$ cat src/rtl/ula_seq_ctrl.sv
// Sequential 8-bit ALU controller: executes each operation as two 4-bit steps
// on a single shared nibble unit (low nibble first, then high nibble).

module ula_nibble (
  input  logic [2:0] op,
  input  logic [3:0] a,
  input  logic [3:0] b,
  input  logic       cin,
  output logic [3:0] y,
  output logic       cout
);
  always_comb begin
    y    = 4'h0;
    cout = 1'b0;
    case (op)
      3'b000: y = a & b;
      3'b001: y = a | b;
      3'b010: y = a ^ b;
      3'b011: y = ~a;
      3'b100: {cout, y} = {1'b0, a} + {1'b0, b} + {4'h0, cin};
      3'b101: {cout, y} = {1'b0, a} + {1'b0, ~b} + {4'h0, cin};
      3'b110: y = a;
      default: y = 4'h0;
    endcase
  end
endmodule

module ula_seq_ctrl (
  input  logic       clk,
  input  logic       rst,
  input  logic       in_valid,
  output logic       in_ready,
  input  logic [2:0] Op,
  input  logic [7:0] A,
  input  logic [7:0] B,
  output logic       out_valid,
  input  logic       out_ready,
  output logic [7:0] Result,
  output logic [3:0] Flags,
  output logic       Err
);
  typedef enum logic [1:0] {IDLE, LOW, HIGH, DONE} state_t;

  localparam logic [2:0] OP_ADD = 3'b100;
  localparam logic [2:0] OP_SUB = 3'b101;
  localparam logic [2:0] OP_RSV = 3'b111;

  state_t     state_q, state_d;
  logic [2:0] op_q, op_d;
  logic [7:0] a_q, a_d, b_q, b_d;
  logic       carry_q, carry_d;
  logic [3:0] lo_q, lo_d;
  logic [7:0] result_q, result_d;
  logic [3:0] flags_q, flags_d;
  logic       err_q, err_d;

  logic       sel_hi;
  logic [3:0] nib_a, nib_b, nib_y;
  logic       nib_cin, nib_cout;
  logic       is_arith, b_sign_eff, flag_v, flag_c, flag_z;

  // One nibble unit; operand halves and carry-in are steered by the step.
  assign sel_hi  = (state_q == HIGH);
  assign nib_a   = sel_hi ? a_q[7:4] : a_q[3:0];
  assign nib_b   = sel_hi ? b_q[7:4] : b_q[3:0];
  assign nib_cin = sel_hi ? carry_q : (op_q == OP_SUB);

  ula_nibble u_nibble (
    .op   (op_q),
    .a    (nib_a),
    .b    (nib_b),
    .cin  (nib_cin),
    .y    (nib_y),
    .cout (nib_cout)
  );

  assign is_arith   = (op_q == OP_ADD) || (op_q == OP_SUB);
  assign b_sign_eff = (op_q == OP_SUB) ? ~b_q[7] : b_q[7];
  assign flag_v     = is_arith && (a_q[7] == b_sign_eff) && (nib_y[3] != a_q[7]);
  assign flag_c     = is_arith && nib_cout;
  assign flag_z     = ({nib_y, lo_q} == 8'h00);

  always_comb begin
    state_d  = state_q;
    op_d     = op_q;
    a_d      = a_q;
    b_d      = b_q;
    carry_d  = carry_q;
    lo_d     = lo_q;
    result_d = result_q;
    flags_d  = flags_q;
    err_d    = err_q;
    case (state_q)
      IDLE: begin
        if (in_valid) begin
          op_d    = Op;
          a_d     = A;
          b_d     = B;
          state_d = LOW;
        end
      end
      LOW: begin
        lo_d    = nib_y;
        carry_d = nib_cout;
        state_d = HIGH;
      end
      HIGH: begin
        result_d = {nib_y, lo_q};
        flags_d  = {nib_y[3], flag_v, flag_c, flag_z};
        err_d    = (op_q == OP_RSV);
        state_d  = DONE;
      end
      DONE: begin
        if (out_ready) state_d = IDLE;
      end
      default: state_d = IDLE;
    endcase
  end

  always_ff @(posedge clk or posedge rst) begin
    if (rst) begin
      state_q  <= IDLE;
      op_q     <= 3'h0;
      a_q      <= 8'h00;
      b_q      <= 8'h00;
      carry_q  <= 1'b0;
      lo_q     <= 4'h0;
      result_q <= 8'h00;
      flags_q  <= 4'h0;
      err_q    <= 1'b0;
    end else begin
      state_q  <= state_d;
      op_q     <= op_d;
      a_q      <= a_d;
      b_q      <= b_d;
      carry_q  <= carry_d;
      lo_q     <= lo_d;
      result_q <= result_d;
      flags_q  <= flags_d;
      err_q    <= err_d;
    end
  end

  assign in_ready  = (state_q == IDLE);
  assign out_valid = (state_q == DONE);
  assign Result    = result_q;
  assign Flags     = flags_q;
  assign Err       = err_q;
endmodule
$ cat config.mk
export PLATFORM = sky130hd
export DESIGN_NAME = ula_seq_ctrl
export DESIGN_NICKNAME = d
export VERILOG_FILES = /design/src/rtl/ula_seq_ctrl.sv
export SDC_FILE = /design/constraint.sdc
export NUM_CORES = 1
export LEC_CHECK = 0
export CORE_MARGIN = 1
export CORE_UTILIZATION = 25
export DETAILED_ROUTE_END_ITERATION = 6
export PLACE_DENSITY_LB_ADDON = 0.12
export SETUP_SLACK_MARGIN = 0.15
export SYNTH_ARGS = -nofsm -noshare
export SYNTH_HDL_FRONTEND = slang
export SYNTH_SLANG_ARGS = --single-unit
$ cat constraint.sdc
create_clock -name clk -period 5 [get_ports clk]
set_clock_uncertainty 0.2 [all_clocks]
set_input_delay 1 -clock clk [delete_from_list [all_inputs] [get_ports clk]]
set_output_delay 1 -clock clk [all_outputs]
set_load 0.05 [all_outputs]
==> results.txt, run 1 <==
CP required: 4980 ps
Yosys cell types: 48
Tightest Hold Check Type: reg -> reg
fin area: 2870 sq um
drt wl/cell: 13.9 microns
Main synth FF type: dfrtp_1
synthesized flop and latch total: 38
status: complete, but fails checks
Die Area: 9620 sq um
Fin. Hold Viols: 0
Post-Syn Area: 2310 sq um
failing checks: DRC
CTS root buffer: clkbuf_8
post-route insts no fill: 353
DPL Wire Length: 3.77 mm
Placed Area: 2760 sq um
CTS Hold Bufs: 0
DRT iter0 DRCs: 69
Post-synth ARST share: 1.00
number of input and output port buffers inserted: 37
RSZ-0062 raised after global routing: false
max incr delay on CP: 560 ps
vias in the first global route: 1648
PnR worst setup slack: 1200 ps
H-tree levels: 2
Setup TNS: 0 ps
Slowest cell on crit path: ha_1
Ys Warns: 0
fmax: 263 MHz
net count after synthesis: 252
relative slew slack: 0.439
WP buf/inv: 2
Post-Place Setup Slack: 1170 ps
Boundary Pins: 38
GP Congestion: 0.739
fin crit share: 0.761
Post-CTS Setup Repair Bufs: 0
DRC violation count after routing: 3
fillers: 940
Max Root-Sink Buffers: 2
TritonCTS clock tree: yes
antenna violations before repair: 0
Detailed Route WL: 4.92 mm
Nets: 286
worst slew pin tran: 842 ps
Initial Utilization: 0.261
routed vias: 1643
CTS sink count: 38
largest net degree at the start of global routing: 39
Worst EP arrival: 3790 ps
Layout area overhead: 24.3%
Seq/Total Area, Yosys: 0.412
CP cell instances: inv_1 > ha_1 > mux2_2 > inv_1 > fa_1 > fa_1 > xnor2_1 > mux2i_1 > a211oi_1 > a31oi_2 > and4_1 > a32o_1
Mapped Cells: 210
DRT antenna net count: 0
Post-synth EDFFs: 0
die height: 98.1 microns
GR Overflow Total: 0
clk slew on worst S/H paths: 80 ps
Rows: 34
Worst-Skew Late Latency: 290 ps
setup violators final: 0
critical path capture point type: flop
core area: 8850 sq um
# diodes: 0
CP delay by family, top: adder cells
Max Cap Violations: 0
CTS-repair resized insts: 0
Pre-Repair DR Iteration Count: 6
drt via density: 4.65
Critical Path Fanout Max: 13
CP Launch Type: flop
WS Path Type: reg -> reg
Die Width: 98.1 microns
placed insts: 345
Mean Syn Cell Area: 11.0 sq um
GRT Resource Usage Total: 0.113
fraction of layout cells with a size suffix above 1: 0.200
Final Critical Period: 3800 ps
total CTS buffers: 5
Max Slew Vio Count: 0
first-pass GRT wire length: 8.57 mm
[synthesized netlist by cell type, types with 2 or more instances]
library cell | instances | area share
buf_2 | 4 | 0.0087
a31oi_1 | 2 | 0.0054
mux2i_1 | 3 | 0.013
buf_4 | 2 | 0.0065
and3_1 | 2 | 0.0054
mux2_2 | 32 | 0.16
ha_1 | 15 | 0.081
and4_1 | 2 | 0.0076
o21ai_0 | 5 | 0.011
clkbuf_1 | 4 | 0.0065
a21oi_1 | 16 | 0.035
nand2_1 | 8 | 0.013
xnor2_1 | 5 | 0.019
inv_1 | 14 | 0.023
fa_1 | 4 | 0.035
dfrtp_1 | 38 | 0.41
a211oi_1 | 4 | 0.013
nor2_1 | 17 | 0.028
o31a_1 | 2 | 0.0076
nor2b_1 | 2 | 0.0054
nand2b_1 | 2 | 0.0054
[sequential cells by signal, summed over array words and instances (netlist names)]
signal,cells
Result,8
a_q,8
b_q,8
lo_q,4
Flags,3
op_q,3
state_q,2
Err,1
carry_q,1
[area by class of cell]
cell class,count,area [sq um],area share
tap,108,135,0.0471
timing repair buffer,39,385,0.134
clock inverter,1,30.0,0.0105
clock buffer,7,76.3,0.0266
sequential,38,951,0.331
multi-input combinational,144,1230,0.429
inverter,16,61.3,0.0214
[placed cells by master (no fill, tap or decap), drive strengths merged, types with 2 or more instances in the layout]
master | synthesis | routed
a211oi | 4 | 4
a21oi | 16 | 16
a31oi | 3 | 3
and3 | 2 | 2
and4 | 2 | 2
buf | 8 | 2
clkbuf | 4 | 7
clkdlybuf4s50 | 0 | 37
dfrtp | 38 | 38
fa | 4 | 4
ha | 15 | 15
inv | 15 | 15
mux2 | 32 | 32
mux2i | 5 | 5
nand2 | 9 | 9
nand2b | 2 | 2
nor2 | 17 | 17
nor2b | 2 | 2
nor3 | 2 | 2
o21ai | 6 | 6
o31a | 2 | 2
xnor2 | 5 | 5
[worst reg2reg max path, delay by kind of cell (launching register included)]
| kind | cells | cell delay, ps |
|---|---|---|
| adder cells (fa/ha/maj) | 3 | 1460 |
| multiplexers | 2 | 410 |
| buffers and inverters | 2 | 190 |
| AND/OR/NAND/NOR | 1 | 220 |
| flip-flops | 1 | 420 |
| XOR/XNOR | 1 | 150 |
| AO/OA/AOI/OAI | 3 | 640 |
[through the flow]
| step | hold WS (ps) | utilization |
|---|---|---|
| 2_1_floorplan | 274 | - |
| 3_3_place_gp | 285 | 0.312 |
| 3_5_place_dp | 285 | 0.312 |
| 4_1_cts | 307 | 0.324 |
| 5_1_grt | 319 | 0.324 |
| 6_report | 301 | 0.324 |
[metal layers]
layer  part of all wire  GRT usage  routed length, microns
met1               0.50      0.157                    2450
met2               0.46      0.174                    2240
met3              0.038     0.0272                     188
met4             0.0085     0.0280                      42
met5                  0          0                       0
[path summary, 6_finish.rpt]
kind,start,end,slack [ps],cells after the start
max,state_q[0],Flags[0],1200,12
min,Err,Err,300,1
max reg2reg,state_q[0],Flags[0],1200,12
min reg2reg,Err,Err,300,1
max in group asynchronous,rst,op_q[2],3310,3
min in group asynchronous,rst,state_q[0],930,3
[kinds of logic (layout without fill, tap and decap cells)]
family / after synthesis / after routing / share of synthesized area
multiplexers: 37 / 37 / 0.185
flip-flops: 38 / 38 / 0.412
AO/OA/AOI/OAI: 41 / 41 / 0.120
adder cells (fa/ha/maj): 19 / 19 / 0.116
AND/OR/NAND/NOR: 42 / 42 / 0.0933
buffers and inverters: 28 / 63 / 0.0548
XOR/XNOR: 5 / 5 / 0.0190
Power of run 1 is left out: the tool's default activity adds up to more than one toggle a clock period on the data nets, which glitch-free logic cannot reach.
==> run 2: changes to the inputs <==
clock period = 3.6 ns   (was 5 ns; I/O delays follow)
==> results.txt, run 2 (synthesis gave the netlist of run 1 again) <==
status: complete, but fails checks
failing checks: DRC
fraction of layout cells with a size suffix above 1: 0.237
drt via density: 4.55
GR Overflow Total: 0
worst slew pin tran: 792 ps
critical path capture point type: flop
Max Slew Vio Count: 0
antenna violations before repair: 0
WS Path Type: reg -> reg
routed vias: 1623
drt wl/cell: 14.5 microns
Pre-Repair DR Iteration Count: 6
Worst EP arrival: 3230 ps
setup violators final: 0
TritonCTS clock tree: yes
Nets: 290
Die Area: 9620 sq um
GRT Resource Usage Total: 0.117
Critical Path Fanout Max: 5
Initial Utilization: 0.261
RSZ-0062 raised after global routing: false
Rows: 34
CTS root buffer: clkbuf_8
Max Root-Sink Buffers: 2
DRC violation count after routing: 4
most common cell after layout, fill and taps aside: dfrtp_1
Setup TNS: 0 ps
DPL Wire Length: 3.83 mm
relative slew slack: 0.471
largest net degree at the start of global routing: 39
core area: 8850 sq um
Layout area overhead: 26.3%
total CTS buffers: 5
Die Width: 98.1 microns
Tightest Hold Check Type: reg -> reg
vias in the first global route: 1689
CP Launch Type: flop
GP Congestion: 0.767
# diodes: 0
CP required: 3580 ps
DRT antenna net count: 0
Final Critical Period: 3250 ps
Worst-Skew Late Latency: 290 ps
Fin. Hold Viols: 0
Post-CTS Setup Repair Bufs: 0
Detailed Route WL: 5.16 mm
fin crit share: 0.903
H-tree levels: 2
first-pass GRT wire length: 8.82 mm
CTS sink count: 38
DRT iter0 DRCs: 36
fmax: 308 MHz
Boundary Pins: 38
clk slew on worst S/H paths: 80 ps
number of input and output port buffers inserted: 37
commonest non-fill, non-tap cells in the layout: 38 x dfrtp_1, 37 x clkdlybuf4s50_1, 32 x mux2_2
Max Cap Violations: 0
die height: 98.1 microns
## run 2: metrics by stage
stage          utilization  cells  worst slack (ps)  hold slack, ps  area (sq um)
4_1_cts              0.327    357               212             311          2890
6_report             0.329    357               349             308          2910
3_5_place_dp         0.316    349               165             291          2790
5_1_grt              0.329    357               162             320          2910
3_3_place_gp         0.316    349               223             285          2790
2_1_floorplan            -    210               185             274          2310
## run 2: per-layer routing
metal | vias to the layer above | part of all wire | track usage
met1 | 773 | 0.49 | 0.158
met4 | 0 | 0.014 | 0.0396
met5 | - | 0 | 0
met3 | 6 | 0.040 | 0.0301
met2 | 37 | 0.45 | 0.180
li1 | 807 | - | -
## run 2: worst paths after layout
| path | start | to | slack (ps) | depth (start not counted) |
|---|---|---|---|---|
| setup reg to reg | state_q[0] | Flags[0] | 350 | 13 |
| hold reg to reg | b_q[6] | b_q[6] | 310 | 1 |
| min in group asynchronous | rst | Result[1] | 650 | 3 |
| setup / recovery | state_q[0] | Flags[0] | 350 | 13 |
| max in group asynchronous | rst | op_q[0] | 2210 | 3 |
| hold / removal | b_q[6] | b_q[6] | 310 | 1 |
## run 2: critical path: stages, from the launching register on
cell	delay (ps)
dfrtp_1	410
inv_1	130
ha_4	190
mux2_2	380
inv_2	110
fa_1	250
inv_1	70
fa_1	390
xnor2_1	200
a211oi_2	110
a211oi_2	240
a31oi_2	70
and4_1	190
a32o_1	210
## run 2: area by class of cell
class | instances | area [sq um]
inverters | 16 | 61.3
fillers | 941 | 5930
repair buffers | 43 | 419
clock inverters | 2 | 12.5
clock buffers | 6 | 82.6
multi-input cells | 144 | 1250
flip-flops and latches | 38 | 951
well taps | 108 | 135
## run 2: repair_timing
item	in CTS	in global routing
hold buffers	0	0
endpoints found under the hold margin	0	0
resized for setup	1	5
setup endpoints to repair	1	1
pin swaps	0	0
Power of run 2 is left out for the same reason.
==> run 3: changes to the inputs <==
ABC_AREA = 1   (was not set)
REMOVE_ABC_BUFFERS = 1   (was not set)
==> results.txt, run 3 <==
sw frac: 0.508
Pre-Repair DR Iteration Count: 7
PwrDens: 1070 nW/um^2
CP required: 3630 ps
R2R setup slack: 510 ps
# diodes: 0
Seq. cell area: 951 sq um
Tightest Hold Check Type: reg -> reg
Post-Syn Area: 2320 sq um
CTS sink count: 38
failing checks: DRC
crit path to: Flags[0]
Worst Setup SP: state_q[0]
Mapped Cells: 289
Max Slew Vio Count: 0
CTS-repair resized insts: 0
sw power: 0.00158 W
number of input and output port buffers inserted: 37
die height: 98.3 microns
CTS root buffer: clkbuf_8
H-tree levels: 2
DRT iter0 DRCs: 69
RR Endpoint: Flags[0]
antenna violations before repair: 0
post-route insts no fill: 439
Post-synth EDFFs: 0
post-synth top area share: 0.411
core area: 8850 sq um
worst slew pin tran: 626 ps
fin crit share: 0.859
drt wl/cell: 12.9 microns
CTS Hold Bufs: 0
top post-synthesis cells by area: dfrtp_1 41%, nand2_1 9.9%, ha_1 8.1%, inv_1 6.2%, nor2_1 5.7%
Synth area leader: dfrtp_1
WS Path Type: reg -> reg
R2R depth: 15
Initial Utilization: 0.262
Clk pwr share: 0.116
Detailed Route WL: 5.68 mm
Rows: 34
Boundary Pins: 38
TritonCTS clock tree: yes
Max VDD drop: 0.221 mV
Leak: 1.44 nW
Max Cap Violations: 0
Max Root-Sink Buffers: 2
fmax: 323 MHz
Sequential Power Share: 0.236
status: complete, but fails checks
synth cell count leaders: 61 x nand2_1, 38 x dfrtp_1, 38 x inv_1
Worst EP arrival: 3120 ps
RSZ-0062 raised after global routing: false
Yosys cell types: 29
clk slew on worst S/H paths: 80 ps
drt via density: 4.41
setup violators final: 0
critical path capture point type: flop
PnR worst setup slack: 508 ps
commonest non-fill, non-tap cells in the layout: 61 x nand2_1, 38 x dfrtp_1, 38 x inv_1
Post-Place Setup Slack: 335 ps
fillers: 963
footprint of the multi-input gates: 1150 sq um
combinational share of power: 0.649
fraction of layout cells with a size suffix above 1: 0.0997
DRT antenna net count: 0
Layout area overhead: 26.0%
Final Critical Period: 3090 ps
total CTS buffers: 5
Post-synth ARST share: 1.00
DRC violation count after routing: 3
Post-CTS Setup Repair Bufs: 0
Die Width: 98.3 microns
GP Congestion: 0.798
Mean Syn Cell Area: 8.01 sq um
GRT Resource Usage Total: 0.130
Critical Path Fanout Max: 18
Fin. Hold Viols: 0
Nets: 372
synthesized flop and latch total: 38
Ys Warns: 0
Setup TNS: 0 ps
Die Area: 9650 sq um
most common cell in the synthesized netlist: nand2_1
routed vias: 1935
CP Launch Type: flop
Worst-Skew Late Latency: 290 ps
vias in the first global route: 1988
placed insts: 431
most common cell after layout, fill and taps aside: nand2_1
GR Overflow Total: 0
launching point of the worst reg2reg path: state_q[0]
largest net degree at the start of global routing: 39
relative slew slack: 0.578
Seq/Total Area, Yosys: 0.411
first-pass GRT wire length: 9.92 mm
DPL Wire Length: 4.44 mm
Main synth FF type: dfrtp_1
P_int: 0.00153 W
==> run 3: changes by cell type after synthesis, sizes merged, moves of 4 or more <==
cell,before,now
o21ai,6,21
nand3,1,17
mux2i,5,0
a211oi,4,0
mux2,32,8
xnor2,5,0
inv,15,43
nand2,9,64
nor2,17,37
==> run 3: worst max-delay path, stage by stage, from the launching register on <==
cell	delay [ps]
dfrtp_1	400
inv_1	110
ha_2	290
clkinv_4	170
nand2_1	100
o21ai_0	150
fa_1	450
fa_1	390
or2_1	250
nand3_1	80
nand2_1	50
nor2_1	80
nand2_1	80
nor2_1	100
nand3b_1	80
nand2_1	60
==> run 3: cells by family after synthesis <==
family          count (synthesis)  share of synthesized area
fa+ha+maj                      19                      0.116
mux                             8                     0.0389
xor+xnor                        2                    0.00756
buf+inv                        51                     0.0935
simple gates                  127                      0.236
flops                          38                      0.411
compound gates                 44                     0.0983
==> run 3: per-layer routing <==
metal,track usage,vias to the layer above,part of all wire
li1,-,995,-
met1,0.174,893,0.49
met2,0.215,43,0.46
met3,0.0344,4,0.036
met4,0.0218,0,0.0067
met5,0,-,0
==> run 3: power groups by stage <==
stage	Sequential (W)	Combinational [W]	Clock [W]
2_1_floorplan	0.000900	0.00128	0
3_3_place_gp	0.000745	0.00203	0
3_5_place_dp	0.000745	0.00201	0
4_1_cts	0.000737	0.00202	0.000381
5_1_grt	0.000762	0.00231	0.000402
6_report	0.000732	0.00202	0.000360
==> run 3: cell type report <==
type	count	area share
clock inverters	1	0.0103
multi-input cells	200	0.395
well taps	108	0.0463
repair buffers	42	0.140
inverters	43	0.0570
clock buffers	7	0.0262
flip-flops and latches	38	0.326
==> run 3: per-stage QoR <==
stage / total power, W / instance area [sq um] / hold slack, ps / utilization
after floorplan: 0.00218 / 2260 / 250 / -
after global placement: 0.00277 / 2800 / 267 / 0.317
after detailed placement: 0.00276 / 2800 / 263 / 0.317
after CTS: 0.00314 / 2910 / 282 / 0.329
after global routing: 0.00347 / 2920 / 320 / 0.330
final: 0.00311 / 2920 / 283 / 0.330
==> run 3: worst min-delay path by stage <==
stage / from / to / cells past startpoint
floorplan: lo_q[0] / lo_q[0] / 2
global placement: Result[2] / Result[2] / 2
detailed placement: Result[2] / Result[2] / 2
CTS: Result[2] / Result[2] / 2
global route: Result[6] / Result[6] / 2
finish: Result[2] / Result[2] / 2
(Power assumes the default switching activity.)
